<file path="config.mk">
export PLATFORM = sky130hd
export DESIGN_NAME = seq_det_sched
export DESIGN_NICKNAME = d
export VERILOG_FILES = /design/src/rtl/seq_det_pkg.sv /design/src/rtl/seq_det_core.sv /design/src/rtl/seq_det_sched.sv
export SDC_FILE = /design/constraint.sdc
export NUM_CORES = 1
export LEC_CHECK = 0
export CAP_MARGIN = 20
export CORE_MARGIN = 4
export CORE_UTILIZATION = 25
export DETAILED_ROUTE_END_ITERATION = 16
export DONT_BUFFER_PORTS = 1
export PLACE_DENSITY = 0.49
export SLEW_MARGIN = 10
export SYNTH_ARGS = -nofsm -noshare
export SYNTH_HDL_FRONTEND = slang
export SYNTH_SLANG_ARGS = --single-unit
</file>
<file path="constraint.sdc">
create_clock -name clk -period 6.85 [get_ports clk]
set_input_delay 0.685 -clock clk [delete_from_list [all_inputs] [get_ports clk]]
set_output_delay 0.685 -clock clk [all_outputs]
set_load 0.05 [all_outputs]
</file>
<file path="src/rtl/seq_det_pkg.sv">
// seq_det_pkg: shared types and helpers for the time-multiplexed "1101" detector.
//   det_state_t : 2-bit detector context encoding (IDLE, S1, S11, S110)
//   PATTERN     : the overlapping pattern being detected, oldest bit first
//   rr_next()   : round-robin search over up to 16 requesters
// Optional feature macro used by the top: SEQ_DET_SCHED_CNT_EN.
package seq_det_pkg;

   typedef enum logic [1:0] {
      IDLE = 2'b00,
      S1   = 2'b01,
      S11  = 2'b10,
      S110 = 2'b11
   } det_state_t;

   localparam logic [3:0] PATTERN = 4'b1101;

   // Search starts one past ptr and wraps modulo n. Returns {found, index};
   // when nothing requests, the index is ptr so the caller can leave it alone.
   function automatic logic [4:0] rr_next(input logic [15:0] req,
                                          input logic [3:0]  ptr,
                                          input int          n);
      logic       found;
      logic [3:0] idx;
      int         c;
      found = 1'b0;
      idx   = ptr;
      for (int k = 1; k <= 16; k++) begin
         c = (int'(ptr) + k) % n;
         if (k <= n && !found && req[c]) begin
            found = 1'b1;
            idx   = 4'(c);
         end
      end
      return {found, idx};
   endfunction

endpackage

</file>
<file path="src/rtl/seq_det_core.sv">
// seq_det_core: combinational next-state function of one overlapping "1101"
// Mealy detector. Shared by all channels through a mux on the granted context.
// Ports:
//   state      in  2  current context of the granted channel
//   i          in  1  granted serial bit
//   next_state out 2  context to write back
//   hit        out 1  pattern completed on this bit
module seq_det_core
   import seq_det_pkg::*;
(
   input  logic [1:0] state,
   input  logic       i,
   output logic [1:0] next_state,
   output logic       hit
);

   det_state_t cur;
   det_state_t nxt;

   always_comb begin
      cur = det_state_t'(state);
      nxt = IDLE;
      hit = 1'b0;
      case (cur)
         IDLE: nxt = i ? S1  : IDLE;
         S1:   nxt = i ? S11 : IDLE;
         S11:  nxt = i ? S11 : S110;
         S110: begin
            // Completing bit; the trailing '1' is also a new prefix (overlap).
            hit = (i == PATTERN[0]);
            nxt = hit ? S1 : IDLE;
         end
         default: nxt = IDLE;
      endcase
      next_state = nxt;
   end

endmodule

</file>
<file path="src/rtl/seq_det_sched.sv">
// seq_det_sched: one "1101" detector shared round-robin across NUM_CH serial
// streams. Each channel keeps its own 2-bit context; one channel is granted per
// cycle and its bit advances its context. Detections are reported one cycle
// later with the channel id; per-channel saturating hit counters are readable.
// Ports:
//   clk, rst   clock, synchronous active-high reset
//   req        per-channel request; bit_in[k] valid while req[k]=1
//   bit_in     per-channel serial bit
//   gnt        one-hot combinational grant (bit consumed when gnt[k]=1)
//   flush      clear context/counter of flush_ch (ignored if out of range)
//   flush_ch   channel selected by flush
//   det_valid  registered one-cycle detection pulse
//   det_ch     registered channel of last detection
//   rd_ch      counter readout select
//   rd_cnt     combinational hit count of rd_ch (0 when out of range)
// Macro SEQ_DET_SCHED_CNT_EN: when defined the hit counters exist; otherwise
// rd_cnt is tied to 0. Handshake: a requester holds req and bit_in stable until
// it sees gnt; dropping req without a grant consumes nothing.
module seq_det_sched
   import seq_det_pkg::*;
#(
   parameter  int NUM_CH = 4,
   parameter  int CNT_W  = 8,
   localparam int CH_W   = $clog2(NUM_CH)
) (
   input  logic              clk,
   input  logic              rst,
   input  logic [NUM_CH-1:0] req,
   input  logic [NUM_CH-1:0] bit_in,
   output logic [NUM_CH-1:0] gnt,
   input  logic              flush,
   input  logic [CH_W-1:0]   flush_ch,
   output logic              det_valid,
   output logic [CH_W-1:0]   det_ch,
   input  logic [CH_W-1:0]   rd_ch,
   output logic [CNT_W-1:0]  rd_cnt
);

   logic [1:0]        ctx [NUM_CH];
   logic [CH_W-1:0]   rr_ptr;
   logic              flush_ok;
   logic [NUM_CH-1:0] flush_mask;
   logic [15:0]       req16;
   logic [4:0]        rr_res;
   logic              gnt_found;
   logic [CH_W-1:0]   gnt_idx;
   logic [1:0]        core_next;
   logic              core_hit;

   // Flushed channel is removed from this cycle's arbitration.
   always_comb begin
      flush_ok   = flush && (int'(flush_ch) < NUM_CH);
      flush_mask = '0;
      if (flush_ok) flush_mask[flush_ch] = 1'b1;
   end

   always_comb begin
      req16               = '0;
      req16[NUM_CH-1:0]   = req & ~flush_mask;
      rr_res              = rr_next(req16, 4'(rr_ptr), NUM_CH);
      gnt_found           = rr_res[4] & ~rst;
      gnt_idx             = rr_res[CH_W-1:0];
      gnt                 = '0;
      if (gnt_found) gnt[gnt_idx] = 1'b1;
   end

   seq_det_core u_core (
      .state      (ctx[gnt_idx]),
      .i          (bit_in[gnt_idx]),
      .next_state (core_next),
      .hit        (core_hit)
   );

   always_ff @(posedge clk) begin
      if (rst) begin
         for (int k = 0; k < NUM_CH; k++) ctx[k] <= IDLE;
         rr_ptr    <= CH_W'(NUM_CH - 1);
         det_valid <= 1'b0;
         det_ch    <= '0;
      end else begin
         det_valid <= 1'b0;
         if (gnt_found) begin
            ctx[gnt_idx] <= core_next;
            rr_ptr       <= gnt_idx;
            if (core_hit) begin
               det_valid <= 1'b1;
               det_ch    <= gnt_idx;
            end
         end
         // Never collides with the grant write: the flushed channel is masked.
         if (flush_ok) ctx[flush_ch] <= IDLE;
      end
   end

`ifdef SEQ_DET_SCHED_CNT_EN
   logic [CNT_W-1:0] cnt [NUM_CH];

   always_ff @(posedge clk) begin
      if (rst) begin
         for (int k = 0; k < NUM_CH; k++) cnt[k] <= '0;
      end else begin
         if (gnt_found && core_hit && (cnt[gnt_idx] != '1))
            cnt[gnt_idx] <= cnt[gnt_idx] + CNT_W'(1);
         if (flush_ok) cnt[flush_ch] <= '0;
      end
   end

   // Reads the pre-edge value even when the channel updates this cycle.
   always_comb begin
      rd_cnt = '0;
      if (int'(rd_ch) < NUM_CH) rd_cnt = cnt[rd_ch];
   end
`else
   logic unused_rd;
   assign unused_rd = ^rd_ch;
   assign rd_cnt    = '0;
`endif

endmodule
</file>
==> results of run 1 <==
-- cell usage in the layout, fill, tap and decap left out, drive strengths merged, types with 3 or more instances in the layout --
cell type,instances
conb,8
mux2i,3
ha,4
a211o,3
nand2,18
clkbuf,4
o21ai,5
and3,4
nand3,15
nor2,8
a21oi,9
o22ai,3
inv,6
dfxtp,13
and2,4
-- cells in the mapped netlist (all sizes together), types with 3 or more instances --
| cell type | number |
|---|---|
| a211o | 3 |
| a21oi | 9 |
| and2 | 4 |
| and3 | 4 |
| buf | 13 |
| dfxtp | 13 |
| ha | 4 |
| inv | 6 |
| mux2i | 3 |
| nand2 | 18 |
| nand3 | 15 |
| nor2 | 8 |
| o21ai | 5 |
| o22ai | 3 |
-- per-layer routing --
metal  global-route usage [%]  share of wire, %  vias to the layer above
met3                     3.11               6.7                        5
li1                         -                 -                      491
met1                     13.7                45                      456
met2                     16.4                47                       35
met4                     2.57               1.3                        0
met5                        0                 0                        -
-- power breakdown --
| part | total (uW) | switching [uW] | internal (uW) | leakage, uW |
|---|---|---|---|---|
| Clock | 69.5 | 28.4 | 41.1 | 0.0000228 |
| Combinational | 116 | 78.9 | 37.3 | 0.000327 |
| Sequential | 95.3 | 10.1 | 85.2 | 0.000106 |
-- layout make-up --
cell class / count / area share [%]
clock buffer: 4 / 4.01
inverter: 7 / 2.34
multi-input combinational: 115 / 64.9
tap: 50 / 5.57
sequential: 13 / 23.2
-- worst max-delay path, stage by stage --
cell	delay, ns
mux2_1	0.17
o32ai_1	0.11
and2_1	0.20
nor2_1	0.63
nand3_1	0.32
inv_1	0.43
-- through the flow --
stage          setup slack [ns]  instances
6_report                   3.60        189
3_5_place_dp               3.59        185
3_3_place_gp               3.65        185
2_1_floorplan              3.97        149
4_1_cts                    3.62        189
5_1_grt                    3.49        189
-- flip-flops by register name, indices dropped and copies added, names as in the netlist --
name and count:
ctx 8, det_ch 2, det_valid 1, rr_ptr 2
-- kinds of logic (layout without fill, tap and decap cells) --
kind of cell             after synthesis  count (layout)  synth area share [%]
AND/OR/NAND/NOR                       65              65                  31.8
AO/OA/AOI/OAI                         34              34                  23.5
buffers and inverters                 21              11                  12.4
flip-flops                            13              13                  23.7
adder cells (fa/ha/maj)                4               4                  4.56
multiplexers                           4               4                  3.76
other                                  1               8                 0.341
-- worst min path at each step --
stage,to,slack (ns)
after floorplan,ctx[2][1]$_SDFFE_PP0P_,0.44
after global routing,ctx[1][1]$_SDFFE_PP0P_,0.48
after global placement,ctx[1][1]$_SDFFE_PP0P_,0.46
after detailed placement,ctx[1][1]$_SDFFE_PP0P_,0.46
final,ctx[0][1]$_SDFFE_PP0P_,0.47
after CTS,ctx[1][1]$_SDFFE_PP0P_,0.47
==> results by group, run 1 <==
Routing
  – Vias per std cell: 5.22
  – ANT nets after route: 0
  – Total Wirelength: 2.82 mm
  – WL per Instance: 14.9 um
  – First-iteration detailed-routing DRC count: 48
  – Pre-antenna DRT Iters: 4
  – DRC viols: 0
  – Vias: 987

Timing
  – Worst hold margin: 0.469 ns
  – Slew HR: 46.2%
  – Final setup fails: 0
  – Hold Violations, Final: 0
  – Unrepaired setup endpoints after global routing: false
  – Max Slew Vio Count: 0
  – Worst-Margin Slew: 0.804 ns
  – Crit share post-route: 47.4%
  – Clk_skew: 0.00583 ns
  – Fin crit period: 3.25 ns
  – Fmax: 308 MHz
  – Setup TNS Final: 0 ns

GRT
  – First-pass GRT wire length: 4.43 mm
  – Initial antenna violation count: 0
  – Total track usage: 10.3%
  – Vias in the first global route: 942
  – Largest net degree at the start of global routing: 13
  – GRT Residual Overflow: 0

Synthesis
  – Synth Instances: 142
  – Synth Register Bits: 13
  – Post-synth top flop: dfxtp_1
  – Post-synth top area share: 23.7%
  – Yosys warnings: 0
  – Number of synthesized flops with an enable pin: 0
  – Cell variety after synth: 47
  – Cell area after synthesis: 1100 um^2
  – Synth area leaders: dfxtp_1 24%, nand3_1 6.4%, buf_4 6.2%, nand2_1 6.2%, ha_1 4.6%
  – Syn_area_per_cell: 7.74 um^2
  – Sequential element share of the synthesized area: 23.7%
  – Cell taking the most area after synthesis: dfxtp_1
  – Synth async-reset ratio: 0%

Floorplan
  – Site Rows: 23
  – # IOs: 30
  – Starting Density: 26.7%
  – Die Y: 74.3 um
  – Die area: 5520 um^2
  – Core Area: 4120 um^2
  – Die W: 74.3 um

Clock network
  – Clk slew on worst S/H paths: 0.05 ns
  – Root buffer cell: clkbuf_8
  – CTS max path bufs: 2
  – Post-CTS Repair Setup Buffers: 0
  – CTS Sinks: 13
  – CTS tree: built
  – # H-tree levels: 1
  – Cts hold-fix bufs: 0
  – Clk_lat worst skew: 0.24 ns
  – Clock buffer count from CTS: 3
  – # resized after CTS: 0

Setup path
  – CP endpoint: gnt[0]
  – CP startpoint kind: primary input
  – Reg-to-reg setup timing slack: 4.12 ns
  – Crit Reg-Reg Startpoint: rr_ptr[1]$_SDFFE_PP1P_
  – WP data arrival: 2.56 ns
  – Crit path launch: flush_ch[1]
  – Crit path required time: 6.16 ns
  – Worst Setup Path Type: in2out
  – Worst Path Max Fanout: 12
  – Critical path capture point type: output port
  – R2R cell count: 10
  – Critical R2R Capture: ctx[2][1]$_SDFFE_PP0P_

Layout
  – FF+latch area: 260 um^2
  – Design area: 1120 um^2
  – Final Net Count: 159
  – Post-layout util: 27.3%
  – Footprint of the multi-input gates: 728 um^2
  – Fillcell total: 449
  – Layout cell share with drive strength beyond 1: 5.76%
  – N_diodes: 0
  – Area delta synth->final: 2.16%

Place
  – Post-DP HPWL: 2.22 mm
  – Area after DPL: 1080 um^2
  – Port Buffers: 0
  – Gpl congestion: 0.843

Hold path
  – Hold Path Stages: 2
  – Hold Crit Start: ctx[0][1]$_SDFFE_PP0P_
  – Min-delay worst type: reg2reg

Outcome
  – Status: complete, no violations

Power and ir drop
  – Pwr per Cell Area: 250 nW/um^2
  – Maximum vdd drop: 0.0775 mV
  – Static leakage: 0.000456 uW
  – Final Power: 281 uW

Run
  – Max-cap violation count: 0
(Power assumes the default switching activity.)
==> run 2: changes to the inputs <==
Settings changed: PLACE_DENSITY 0.49 to 0.51.
Clock period 6.85 ns to 2.9 ns, I/O delays scaled along.
==> results by group, run 2 (same netlist as run 1, synthesis figures left out) <==
Place
  – Port Buffers: 0 (unchanged)
  – Gpl congestion: 0.806 (was 0.843)
  – Post-DP HPWL: 2.35 mm (was 2.22 mm)
  – Worst slack, placed: 0.197 ns (was 3.59 ns)

Clock network
  – CTS Sinks: 13 (unchanged)
  – Cts hold-fix bufs: 0 (unchanged)
  – Clk_lat worst skew: 0.24 ns (about the same)
  – Clock buffer count from CTS: 3 (unchanged)
  – CTS tree: built (unchanged)
  – Clk slew on worst S/H paths: 0.05 ns (about the same)
  – CTS max path bufs: 2 (unchanged)
  – Root buffer cell: clkbuf_8 (unchanged)
  – # H-tree levels: 1 (unchanged)
  – # resized after CTS: 0 (unchanged)
  – Post-CTS Repair Setup Buffers: 0 (unchanged)

Routing
  – Vias per std cell: 5.23 (was 5.22)
  – WL per Instance: 15.3 um (was 14.9 um)
  – Total Wirelength: 2.95 mm (was 2.82 mm)
  – ANT nets after route: 0 (unchanged)
  – First-iteration detailed-routing DRC count: 91 (was 48)
  – DRC viols: 0 (unchanged)
  – Pre-antenna DRT Iters: 4 (unchanged)
  – Vias: 1,010 (was 987)

Layout
  – Commonest non-fill, non-tap cell in the layout: nand2_1 (unchanged)
  – Commonest cells after routing, fill and taps aside: 18 x nand2_1, 14 x nand3_1, 13 x dfxtp_1 (unchanged)
  – Max FFs per register: 8 (unchanged)
  – Area delta synth->final: 4.90% (was 2.16%)
  – FF+latch area: 260 um^2 (unchanged)
  – Final Net Count: 163 (was 159)
  – Layout cell share with drive strength beyond 1: 8.39% (was 5.76%)
  – N_diodes: 0 (unchanged)
  – Fillcell total: 436 (was 449)
  – Largest regs: ctx x8, det_ch x2, rr_ptr x2 (unchanged)
  – Footprint of the multi-input gates: 728 um^2 (unchanged)
  – Biggest register: ctx (unchanged)

Floorplan
  – Starting Density: 26.7% (unchanged)
  – Core Area: 4120 um^2 (unchanged)
  – Die Y: 74.3 um (unchanged)
  – # IOs: 30 (unchanged)
  – Die W: 74.3 um (unchanged)
  – Site Rows: 23 (unchanged)
  – Die area: 5520 um^2 (unchanged)

Run
  – Max-cap violation count: 0 (unchanged)

Setup path
  – CP Cell Sequence: a31o_2, o211ai_2, nor2_1, nand3_1, inv_1 (was mux2_1, o32ai_1, and2_1, nor2_1, nand3_1, inv_1)
  – Worst Setup Path Type: reg2out (was in2out)
  – Critical path capture point type: output port (unchanged)
  – Slowest CP cell: nor2_1 (unchanged)
  – CP max stage delay: 0.61 ns (was 0.63 ns)
  – Worst Path Max Fanout: 11 (was 12)
  – WP data arrival: 2.40 ns (was 2.56 ns)
  – Crit path required time: 2.61 ns (was 6.16 ns)
  – CP startpoint kind: register (was primary input)

Timing
  – Unrepaired setup endpoints after global routing: false (unchanged)
  – Fmax: 372 MHz
  – Max Slew Vio Count: 0 (unchanged)
  – Crit share post-route: 92.7%
  – Fin crit period: 2.69 ns
  – Setup TNS Final: 0 ns (unchanged)
  – Final WS setup: 0.212 ns (was 3.60 ns)
  – Slew HR: 48.3% (was 46.2%)
  – Final setup fails: 0 (unchanged)
  – Clk_skew: 0.00140 ns (was 0.00583 ns)
  – Worst-Margin Slew: 0.772 ns (was 0.804 ns)
  – Hold Violations, Final: 0 (unchanged)

Power and ir drop
  – Static leakage: 0.000475 uW (was 0.000456 uW)
  – Maximum vdd drop: 0.196 mV (was 0.0775 mV)
  – Pwr per Cell Area: 590 nW/um^2 (was 250 nW/um^2)

GRT
  – GRT Residual Overflow: 0 (unchanged)
  – Largest net degree at the start of global routing: 13 (unchanged)
  – Vias in the first global route: 1,031 (was 942)
  – Initial antenna violation count: 0 (unchanged)
  – First-pass GRT wire length: 4.79 mm (was 4.43 mm)
  – Total track usage: 11.2% (was 10.3%)

Outcome
  – Status: complete, no violations (unchanged)

Hold path
  – Min-delay worst type: in2reg (was reg2reg)
run 2: cell count changes in the layout (fill, tap and decap cells not counted), sizes merged:
cell  previous run  this run
buf              0         4
run 2: layout make-up:
class / count / area share, %
multi-input combinational: 115 / 63.2
sequential: 13 / 22.6
tap: 50 / 5.43
clock buffer: 4 / 3.91
timing repair buffer: 4 / 2.61
inverter: 7 / 2.28
run 2: metrics by stage:
step                std cells  power, uW  util (%)  hold WS, ns  area, um^2
floorplan                 149        476         -        0.359        1120
global placement          189        512      26.9        0.363        1110
detailed placement        189        520      26.9        0.367        1110
CTS                       193        683      28.0        0.113        1150
global route              193        728      28.0        0.103        1150
finish                    193        680      28.0        0.115        1150
run 2: final timing paths:
kind	startpoint	to	slack, ns	cells after the start
max	rr_ptr[1]$_SDFFE_PP1P_	gnt[0]	0.21	5
min	rst	det_ch[0]$_SDFFE_PP0P_	0.11	1
min reg2reg	ctx[1][1]$_SDFFE_PP0P_	ctx[1][1]$_SDFFE_PP0P_	0.47	2
max reg2reg	rr_ptr[1]$_SDFFE_PP1P_	ctx[2][0]$_SDFFE_PP0P_	0.24	9
run 2: per-layer routing:
| metal | up-vias | part of all wire (%) | global-route usage [%] |
|---|---|---|---|
| met5 | - | 0 | 0 |
| met4 | 0 | 1.9 | 3.75 |
| met3 | 9 | 5.4 | 4.19 |
| met2 | 26 | 47 | 18.1 |
| met1 | 476 | 46 | 13.6 |
| li1 | 499 | - | - |
run 2: where the power goes:
group          switching [uW]  internal [uW]  leakage (uW)
Combinational             192            101      0.000346
Sequential               25.3            201      0.000106
Clock                    63.6           97.0     0.0000228
Total                     281            399      0.000475
run 2: worst max-delay path, delay by kind of cell (launching register included):
family	cells	cell delay [ns]
buf+inv	1	0.43
compound gates	2	0.33
flops	1	0.46
simple gates	2	0.94
==> run 3: changes to the inputs <==
Settings changed: CTS_BUF_LIST set to sky130_fd_sc_hd__clkbuf_4 sky130_fd_sc_hd__clkbuf_8, MAX_ROUTING_LAYER set to met4.
==> results by group, run 3 (same netlist as run 1, synthesis figures left out) <==
Outcome
  – Status: complete, no violations (unchanged)

Routing
  – ANT nets after route: 0 (unchanged)
  – Vias: 1,008 (was 1,010)
  – Vias per std cell: 5.22 (was 5.23)
  – Total Wirelength: 2.95 mm (about the same)
  – Pre-antenna DRT Iters: 4 (unchanged)
  – First-iteration detailed-routing DRC count: 91 (unchanged)
  – DRC viols: 0 (unchanged)
  – WL per Instance: 15.3 um (about the same)

Setup path
  – CP startpoint kind: register (unchanged)
  – Slowest CP cell: nor2_1 (unchanged)
  – CP Cell Sequence: a31o_2, o211ai_2, nor2_1, nand3_1, inv_1 (unchanged)
  – Crit path required time: 2.61 ns (about the same)
  – Worst Setup Path Type: reg2out (unchanged)
  – Worst Path Max Fanout: 11 (unchanged)
  – WP data arrival: 2.40 ns (about the same)
  – CP max stage delay: 0.61 ns (about the same)
  – CP delay by family, top: simple AND/OR/NAND/NOR gates (unchanged)
  – Critical path capture point type: output port (unchanged)
  – CP Buf/Inv Count: 1 (unchanged)

Place
  – Post-DP HPWL: 2.35 mm (unchanged)
  – Number of cells after detailed placement: 189 (unchanged)
  – Gpl congestion: 0.818 (was 0.806)
  – Port Buffers: 0 (unchanged)
  – Area after DPL: 1110 um^2 (unchanged)

GRT
  – Total track usage: 11.5% (was 11.2%)
  – Initial antenna violation count: 0 (unchanged)
  – GRT Residual Overflow: 0 (unchanged)
  – Largest net degree at the start of global routing: 13 (unchanged)
  – First-pass GRT wire length: 4.78 mm (was 4.79 mm)
  – Vias in the first global route: 1,033 (was 1,031)

Timing
  – Crit share post-route: 92.7% (about the same)
  – Setup TNS Final: 0 ns (unchanged)
  – Hold Violations, Final: 0 (unchanged)
  – Final setup fails: 0 (unchanged)
  – Unrepaired setup endpoints after global routing: false (unchanged)
  – Fin crit period: 2.69 ns (about the same)
  – Clk_skew: 0.00102 ns (was 0.00140 ns)
  – Worst-Margin Slew: 0.772 ns (about the same)
  – Worst hold margin: 0.114 ns (was 0.115 ns)
  – Fmax: 372 MHz (about the same)
  – Slew HR: 48.3% (about the same)
  – Max Slew Vio Count: 0 (unchanged)

Clock network
  – CTS max path bufs: 2 (unchanged)
  – Cts hold-fix bufs: 0 (unchanged)
  – Clk slew on worst S/H paths: 0.05 ns (about the same)
  – # resized after CTS: 0 (unchanged)
  – Clk_lat worst skew: 0.24 ns (about the same)
  – Clock buffer count from CTS: 3 (unchanged)
  – # H-tree levels: 1 (unchanged)
  – Post-CTS Repair Setup Buffers: 0 (unchanged)
  – CTS tree: built (unchanged)
  – Root buffer cell: clkbuf_8 (unchanged)
  – CTS Sinks: 13 (unchanged)

Layout
  – Layout cell share with drive strength beyond 1: 9.09% (was 8.39%)
  – Final Net Count: 163 (unchanged)
  – Commonest cells after routing, fill and taps aside: 18 x nand2_1, 14 x nand3_1, 13 x dfxtp_1 (unchanged)
  – N_diodes: 0 (unchanged)
  – Largest regs: ctx x8, det_ch x2, rr_ptr x2 (unchanged)
  – Design area: 1160 um^2 (was 1150 um^2)
  – Max FFs per register: 8 (unchanged)
  – Non-filler cells, final: 193 (unchanged)
  – Biggest register: ctx (unchanged)
  – Commonest non-fill, non-tap cell in the layout: nand2_1 (unchanged)
  – Area delta synth->final: 5.24% (was 4.90%)

Power and ir drop
  – Int Power: 409 uW (was 399 uW)
  – Switching share of power: 40.8% (was 41.3%)
  – P_sw: 281 uW (about the same)
  – Combinational Power Share: 42.4% (was 43.0%)
  – Clock share of power: 24.7% (was 23.6%)
  – Flop pwr share: 32.9% (was 33.3%)
  – Pwr per Cell Area: 597 nW/um^2 (was 590 nW/um^2)
  – Static leakage: 0.000479 uW (was 0.000475 uW)
  – Maximum vdd drop: 0.202 mV (was 0.196 mV)

Floorplan
  – Site Rows: 23 (unchanged)
  – Starting Density: 26.7% (unchanged)
  – Core Area: 4120 um^2 (unchanged)
  – Die W: 74.3 um (unchanged)
  – Die Y: 74.3 um (unchanged)
  – Die area: 5520 um^2 (unchanged)
  – # IOs: 30 (unchanged)

Hold path
  – Min-delay worst type: in2reg (unchanged)

Run
  – Max-cap violation count: 0 (unchanged)
-- run 3: cell counts in the layout (fill, tap and decap cells not counted) --
No cell type changed its count.
-- run 3: area by class of cell --
class                      instances  area [um^2]
clock buffer                       4         48.8
fill                             435         2960
inverter                           7         26.3
multi-input combinational        115          728
sequential                        13          260
tap                               50         62.6
timing repair buffer               4         30.0
-- run 3: path summary, 6_finish.rpt --
kind | from | endpoint | slack (ns) | cells after the start
worst min-delay path | rst | det_ch[0]$_SDFFE_PP0P_ | 0.11 | 1
worst max-delay path | rr_ptr[1]$_SDFFE_PP1P_ | gnt[0] | 0.21 | 5
worst max register to register | rr_ptr[1]$_SDFFE_PP1P_ | ctx[2][0]$_SDFFE_PP0P_ | 0.24 | 9
worst min register to register | ctx[1][1]$_SDFFE_PP0P_ | ctx[1][1]$_SDFFE_PP0P_ | 0.47 | 2
-- run 3: power groups by stage --
stage	Sequential, uW	Clock [uW]	Combinational, uW
5_1_grt	229	186	323
4_1_cts	226	175	291
6_report	227	170	293
3_3_place_gp	229	0	283
3_5_place_dp	229	0	290
2_1_floorplan	225	0	250
-- run 3: metrics by stage --
stage               power, uW  util [%]  setup slack [ns]
floorplan                 476         -             0.478
global placement          512      26.9             0.264
global route              738      28.1            0.0730
CTS                       693      28.1             0.263
finish                    690      28.1             0.212
detailed placement        520      26.9             0.197
-- run 3: per-layer routing --
metal | up-vias | wire length [um] | track usage [%]
met5 | - | 0 | -
met1 | 474 | 1370 | 13.8
met4 | 0 | 55 | 3.75
li1 | 499 | - | -
met3 | 9 | 145 | 3.92
met2 | 26 | 1380 | 18.1
-- run 3: worst register-to-register path: stages (launching register included) --
cell,delay (ns)
dfxtp_1,0.46
a31o_2,0.23
o211ai_2,0.10
nor2_1,0.61
nand2_1,0.11
nand3_1,0.13
and2_1,0.19
ha_1,0.26
mux2i_1,0.25
a41oi_1,0.15
